==> src/rtl/pvt_probe_scan_ctrl.sv <==
// Round-robin PVT probe scan sequencer: select/settle, start, await done or timeout, publish sample, sticky alarms.
// Latency: start SettleCycles+1 after scan decision, sample one cycle after done; no backpressure (sample strobe is fire-and-forget).
module pvt_probe_scan_ctrl #(
    parameter int NumProbes     = 8,
    parameter int DataWidth     = 10,
    parameter int SettleCycles  = 16,
    parameter int TimeoutCycles = 1024,
    parameter int IdxW          = $clog2(NumProbes)
) (
    input  logic                 i_clk,
    input  logic                 i_rst,
    input  logic                 i_enable,
    input  logic [NumProbes-1:0] i_chan_mask,
    input  logic [DataWidth-1:0] i_thr_hi,
    output logic [IdxW-1:0]      o_probe_sel,
    output logic                 o_probe_sel_en,
    output logic                 o_conv_start,
    input  logic                 i_conv_done,
    input  logic [DataWidth-1:0] i_conv_data,
    output logic                 o_sample_valid,
    output logic [IdxW-1:0]      o_sample_chan,
    output logic [DataWidth-1:0] o_sample_data,
    output logic [NumProbes-1:0] o_alarm,
    input  logic [NumProbes-1:0] i_alarm_clr,
    output logic                 o_timeout_err,
    output logic [IdxW-1:0]      o_timeout_chan,
    input  logic                 i_err_clr,
    output logic                 o_busy
);

    localparam int CntMax = (TimeoutCycles > SettleCycles) ? TimeoutCycles : SettleCycles;
    localparam int CntW   = $clog2(CntMax + 1);

    typedef enum logic [2:0] {IDLE, SELECT, CONVERT, UPDATE, NEXT} state_t;

    state_t               state;
    logic [CntW-1:0]      cnt;
    logic [IdxW-1:0]      cur_chan;
    logic [IdxW-1:0]      nxt_chan;
    logic                 scan_go;
    logic                 conv_done_ok;
    logic                 timeout_hit;
    logic [NumProbes-1:0] alarm_set;

    // First set bit strictly after cur, wrapping; returns cur when it is the only set bit.
    function automatic logic [IdxW-1:0] next_chan(input logic [NumProbes-1:0] mask,
                                                  input logic [IdxW-1:0]      cur);
        logic [2*NumProbes-1:0] dbl;
        logic [NumProbes-1:0]   rot;
        int                     ofs;
        int                     sum;
        dbl = {mask, mask};
        rot = NumProbes'(dbl >> (int'(cur) + 1));
        ofs = 0;
        for (int i = NumProbes - 1; i >= 0; i--) begin
            if (rot[i]) ofs = i;
        end
        sum = int'(cur) + 1 + ofs;
        if (sum >= NumProbes) sum = sum - NumProbes;
        return IdxW'(sum);
    endfunction

    always_comb begin
        scan_go      = i_enable && (|i_chan_mask);
        nxt_chan     = next_chan(i_chan_mask, cur_chan);
        conv_done_ok = (state == CONVERT) && (cnt != '0) && i_conv_done;
        timeout_hit  = (state == CONVERT) && !conv_done_ok && (cnt == CntW'(TimeoutCycles));
        alarm_set    = '0;
        if (state == UPDATE && o_sample_data > i_thr_hi) alarm_set[o_sample_chan] = 1'b1;
    end

    always_ff @(posedge i_clk) begin
        if (i_rst) begin
            state          <= IDLE;
            cnt            <= '0;
            // Pointing at the top channel makes the first scan start at the lowest set bit.
            cur_chan       <= IdxW'(NumProbes - 1);
            o_probe_sel    <= '0;
            o_probe_sel_en <= 1'b0;
            o_conv_start   <= 1'b0;
            o_sample_valid <= 1'b0;
            o_sample_chan  <= '0;
            o_sample_data  <= '0;
            o_alarm        <= '0;
            o_timeout_err  <= 1'b0;
            o_timeout_chan <= '0;
            o_busy         <= 1'b0;
        end else begin
            o_conv_start   <= 1'b0;
            o_sample_valid <= 1'b0;
            o_alarm        <= (o_alarm & ~i_alarm_clr) | alarm_set;
            if (timeout_hit) begin
                o_timeout_err  <= 1'b1;
                o_timeout_chan <= cur_chan;
            end else if (i_err_clr) begin
                o_timeout_err  <= 1'b0;
            end

            case (state)
                IDLE, NEXT: begin
                    if (scan_go) begin
                        state          <= SELECT;
                        cnt            <= '0;
                        cur_chan       <= nxt_chan;
                        o_probe_sel    <= nxt_chan;
                        o_probe_sel_en <= 1'b1;
                        o_busy         <= 1'b1;
                    end else begin
                        state          <= IDLE;
                        o_probe_sel_en <= 1'b0;
                        o_busy         <= 1'b0;
                    end
                end
                SELECT: begin
                    if (cnt == CntW'(SettleCycles - 1)) begin
                        state        <= CONVERT;
                        cnt          <= '0;
                        o_conv_start <= 1'b1;
                    end else begin
                        cnt <= cnt + CntW'(1);
                    end
                end
                CONVERT: begin
                    // cnt==0 marks the start cycle, where a done pulse is not accepted.
                    if (conv_done_ok) begin
                        state          <= UPDATE;
                        o_sample_valid <= 1'b1;
                        o_sample_chan  <= cur_chan;
                        o_sample_data  <= i_conv_data;
                    end else if (timeout_hit) begin
                        state <= NEXT;
                    end else begin
                        cnt <= cnt + CntW'(1);
                    end
                end
                UPDATE:  state <= NEXT;
                default: state <= IDLE;
            endcase
        end
    end

endmodule

==> config.mk <==
export PLATFORM = sky130hd
export DESIGN_NAME = pvt_probe_scan_ctrl
export DESIGN_NICKNAME = d
export VERILOG_FILES = /design/src/rtl/pvt_probe_scan_ctrl.sv
export SDC_FILE = /design/constraint.sdc
export NUM_CORES = 1
export LEC_CHECK = 0
export ABC_AREA = 1
export CAP_MARGIN = 40
export CORE_ASPECT_RATIO = 1.5
export CORE_MARGIN = 3
export CORE_UTILIZATION = 45
export DETAILED_ROUTE_END_ITERATION = 7
export HOLD_SLACK_MARGIN = 0.02
export PLACE_DENSITY = 0.83
export RECOVER_POWER = 100
export SYNTH_ARGS = -nofsm -noshare
export SYNTH_HDL_FRONTEND = slang
export SYNTH_SLANG_ARGS = --single-unit
==> constraint.sdc <==
create_clock -name i_clk -period 3.3 [get_ports i_clk]
set_input_delay 0.33 -clock i_clk [delete_from_list [all_inputs] [get_ports i_clk]]
set_output_delay 0.33 -clock i_clk [all_outputs]
set_load 0.005 [all_outputs]
[Word level (Yosys, flattened, before mapping)]
Cells that the tools add are included.
Word-level totals
  input bits: 41
  flip-flop bits (word level): 48
  logic and storage cells: 84
  output and inout port bits: 32
Cells by class
  reductions and logical operators: 20
  equal/unequal tests: 11
  shifts and indexed selects: 1
  $add $sub $neg: 4
  $lt $le $gt $ge: 4
  multiplexer cells: 27
  bitwise gates (word level): 5
Operators by type and width (count)
  two-way mux 32 bit: 6
  two-way mux 11 bit: 4
  case mux 11 bit (3 select lines): 1
  adder 5 x 32 -> 32 bit: 1
  greater-or-equal comparator 32 x 5 -> 1 bit (second input constant): 1
  >> shifter 16 x 32 -> 8 bit: 1
  two-way mux 3 bit: 6
  case mux 3 bit (4 select lines): 1
  adder 11 x 1 -> 11 bit (second input constant): 1
  equality test 11 bit (second input constant): 1
  equality test 11 x 4 -> 1 bit (second input constant): 1
  nonzero test 11 bit: 1
  > comparator 10 bit: 1
  AND 8 bit: 1
  two-way mux 8 bit: 1
  inequality test 2 bit (second input constant): 4
  inverter 8 bit: 1
  OR 8 bit: 1
  OR reduction 8 bit: 1
  logical AND 1 bit: 7
  two-way mux 1 bit: 7
  equality test 3 x 2 -> 1 bit (second input constant): 2
  AND reduction 2 bit: 3
  OR reduction 2 bit: 3
  14 further kinds: 15

[Depth between registers and ports, before layout]
  depth after elaboration: 13
  gate-level depth with buffers: 20
  mapped depth without buffers: 18

[Worst setup path before layout]
OpenSTA, ideal clock, no wires.
  path kind: register -> register
  from: register cur_chan[1]
  to: register o_probe_sel[2]
  setup time: 130 ps
  cell stages (with the launch flop): 18
  buffers on the path: 1
  clock period less this slack: 2465 ps
  arrival time: 2335 ps
  required time: 3170 ps
  setup slack: 835 ps
  path through: dfxtp_1 > buf_4 > clkinv_1 > nand3_1 > nand3_1 > nand2_1 > a21oi_1 > o21bai_1 > nand2_1 > nand2_1 > a21oi_1 > ha_1 > fa_1 > xnor2_1 > xnor2_1 > nand3_1 > nand3_2 > a21oi_2
On the way
  word-level cells in the longest chain between the ends: 13
  elaborated cells between the ends (all ways): 14
  classes of those cells: add/sub: 3; order compare: 1; shift: 1; mux: 9
RTL lines
  from (decl): RTL line 38  | logic [IdxW-1:0] cur_chan;
  from (signal assigned): RTL line 77  | cur_chan <= IdxW'(NumProbes - 1);
  from (signal assigned): RTL line 104  | cur_chan <= nxt_chan;
  adder 3 x 1 -> 4 bit *: RTL line 53, 58
  >> shifter 16 x 32 -> 8 bit: RTL line 53  | rot = NumProbes'(dbl >> (int'(cur) + 1));
  two-way mux 3 bit (2 in a row): RTL line 56  | if (rot[i]) ofs = i;
  two-way mux 32 bit (6 in a row): RTL line 56
  adder 5 x 32 -> 32 bit *: RTL line 58  | sum = int'(cur) + 1 + ofs;
  greater-or-equal comparator 32 x 5 -> 1 bit / subtractor 3 x 1 -> 3 bit (equally long branches): RTL line 59  | if (sum >= NumProbes) sum = sum - NumProbes;
  two-way mux 3 bit *: RTL line 59
  to (signal assigned): RTL line 105  | o_probe_sel <= nxt_chan;
  to (decl): RTL line 15  | output logic [IdxW-1:0] o_probe_sel,
Mark *: on every way between the ends. The rest lies on a longest branch, timed or not.
A chain may end at the register's enable or synchronous reset.

[Worst setup path in the final report]
Ends and elaborated chain as after synthesis.

==> flow_summary.json <==
{
  "cp-end-kind": "register",
  "leakagePower_nw": 1.61,
  "drt-pass1-iter-count": 5,
  "power.density_nw_per_um2": 591,
  "rows": 35,
  "cts.clk_slew.worst_paths_ns": 0.10,
  "switching_share_pct": 42.9,
  "status": "completed",
  "nFillCells": 580,
  "min_period_over_period_pct": 91.8,
  "place_ws_ns": 0.363,
  "hold_viol": 0,
  "ys_async_sr_fraction_pct": 0,
  "viasPerCell": 5.30,
  "die-height_um": 105,
  "totalPowerFinal_mw": 2.20,
  "gr-total-overflow": 0,
  "worst_ep_required_time_ns": 3.55,
  "finalSetupTns_ns": 0,
  "cap_violations": 0,
  "crit_type": "register to register",
  "synth_edf_count": 0,
  "die_w_um": 71.8,
  "wl_per_cell_um": 12.6,
  "finClkSkew_ns": 0.0213,
  "cts_hold_buffers": 0,
  "drtIter0Drc": 133,
  "avgSynthCellArea_um2": 6.91,
  "synth_area_um2": 2920,
  "hold_slack_ns": 0.468,
  "gp_congestion": 0.855,
  "clockPowerShare_pct": 19.7,
  "use_met2_pct": 35.7,
  "diodes": 0,
  "post_cts_resized": 0,
  "setup_ws_ns": 0.272,
  "cts_tree": "yes",
  "combPwrFrac_pct": 46.4,
  "synthDistinctLibCells": 37,
  "slew_headroom_pct": 60.9,
  "seq_power_share_pct": 34.0,
  "synthCells": 423,
  "crit_fanout": 11,
  "root_buffer": "clkbuf_8",
  "ios": 73,
  "grt.busiest_layer": "met2",
  "finalCoreUtilization_pct": 59.9,
  "startpoint_type": "register",
  "max_freq_mhz": 330,
  "drt_wl_total_mm": 7.11,
  "ys_seq_elements": 48,
  "p_sw_mw": 0.944,
  "setup_viol": 0,
  "h-tree-depth": 2,
  "cts_inserted_buffers": 5,
  "peakVddDrop_mv": 0.386,
  "cts_max_path_buffers": 2,
  "ys_seq_area_share_pct": 32.9,
  "start_util_pct": 47.0,
  "core_area_um2": 6220,
  "synth_ff_type": "dfxtp_1",
  "die-area_um2": 7520,
  "area_delta_synth_final_pct": 27.5,
  "grt_use_met1_pct": 20.3,
  "period_needed_ns": 3.03,
  "worst_slew_pin_slew_ns": 0.583,
  "rsz0062_at_grt": "no",
  "antenna_found_initial": 0,
  "dpl.hpwl_mm": 5.44,
  "p_int_mw": 1.26,
  "ys_warn_count": 0,
  "slew_violations": 0,
  "numPortBuffers": 72,
  "synthesis.nets": 479,
  "grt_max_degree": 34,
  "vias": 2982,
  "clk_latency_ns": 0.32,
  "fin_nets": 544,
  "met3_usage_pct": 3.95,
  "post_cts_buffers": 0,
  "grt_pass1_wl_mm": 11.9,
  "min_path_type": "register to register",
  "post-route-drc-count": 0,
  "critPathArrivalTime_ns": 3.28,
  "cts_sinks": 48,
  "grt_pass1_vias": 2871,
  "postRouteAntennaNets": 0,
  "drive_gt1_share_pct": 4.91,
  "grtUsageTotal_pct": 19.3
}
kinds of logic after synthesis:
kind of cell    Yosys count  share of synthesized area (%)
simple gates            195                           31.0
xor+xnor                 11                           3.30
fa+ha+maj                15                           6.68
flops                    48                           32.9
compound gates           84                           16.0
buf+inv                  70                           10.1
area by class of cell:
cell class                 count  area, µm²  share of cell area (%)
clock buffer                   5       68.8                    1.85
clock inverter                 3       42.5                    1.14
inverter                      55        206                    5.54
multi-input combinational    305       1630                    43.7
sequential                    48        961                    25.8
tap                           74       92.6                    2.48
timing repair buffer          73        728                    19.5
cell usage in the layout (no fill, tap or decap), types with 7 or more instances in the layout:
master,instances
dfxtp_1,48
o21ai_0,23
a21oi_1,47
clkdlybuf4s50_1,38
dlygate4sd3_1,34
ha_1,14
nand2_1,104
nor2_1,22
xor2_1,7
nor3_1,13
nand3_1,41
inv_1,49
routing by layer:
metal | up-vias | share of wire [%]
li1 | 1519 | -
met1 | 1342 | 40
met2 | 94 | 51
met3 | 27 | 6.1
met4 | 0 | 3.1
met5 | - | 0
final timing paths:
check	start	endpoint	slack, ns	depth (start not counted)
hold / removal	o_alarm[1]	o_alarm[1]	0.47	2
hold reg to reg	o_alarm[1]	o_alarm[1]	0.47	2
setup / recovery	cur_chan[1]	o_probe_sel[2]	0.27	17
setup reg to reg	cur_chan[1]	o_probe_sel[2]	0.27	17
metrics by stage:
stage,instances,cell area [µm²]
CTS,563,3760
finish,563,3730
floorplan,423,2920
global route,563,3730
detailed placement,555,3650
global placement,555,3650
power groups by stage:
stage / combinational (mW) / sequential, mW / clock, mW
3_3_place_gp: 1.02 / 0.755 / 0
5_1_grt: 1.19 / 0.758 / 0.463
3_5_place_dp: 1.05 / 0.760 / 0
2_1_floorplan: 0.857 / 0.713 / 0
6_report: 1.02 / 0.748 / 0.433
4_1_cts: 1.06 / 0.747 / 0.439
synthesized netlist by cell type, drive strengths merged (2+ instances only):
library cell / n / area [µm²]
nand3b: 3 / 22.5
buf: 9 / 67.6
o21a: 2 / 15.0
nand4: 4 / 25.0
nor3: 14 / 75.1
clkbuf: 6 / 22.5
nor2: 24 / 100
a21oi: 52 / 287
clkinv: 2 / 7.51
ha: 14 / 175
xnor2: 4 / 35.0
o211ai: 3 / 22.5
nor4: 2 / 27.5
o21ai: 24 / 120
dfxtp: 48 / 961
xor2: 7 / 61.3
nand2: 105 / 397
nand3: 42 / 253
inv: 53 / 199
worst max-delay path, stage by stage (launching register included):
cell and delay, ns:
dfxtp_1 0.55, clkinv_1 0.36, nand3_1 0.21, nand3_1 0.09, nand2_1 0.10, a21oi_1 0.04
o21bai_1 0.12, nand2_1 0.06, nand2_1 0.06, a21oi_1 0.06, ha_1 0.19, fa_1 0.37
xnor2_1 0.20, xnor2_1 0.18, inv_1 0.06, nand2_1 0.06, nand3_1 0.10, a21oi_2 0.14
sequential cells by signal, summed over array words and instances (netlist names):
register,flops
state,3
o_timeout_chan,3
o_conv_start,1
o_sample_chan,3
o_probe_sel,3
o_alarm,8
o_timeout_err,1
cur_chan,3
cnt,11
o_sample_data,10
o_sample_valid,1
o_busy,1
(Power assumes the default switching activity.)
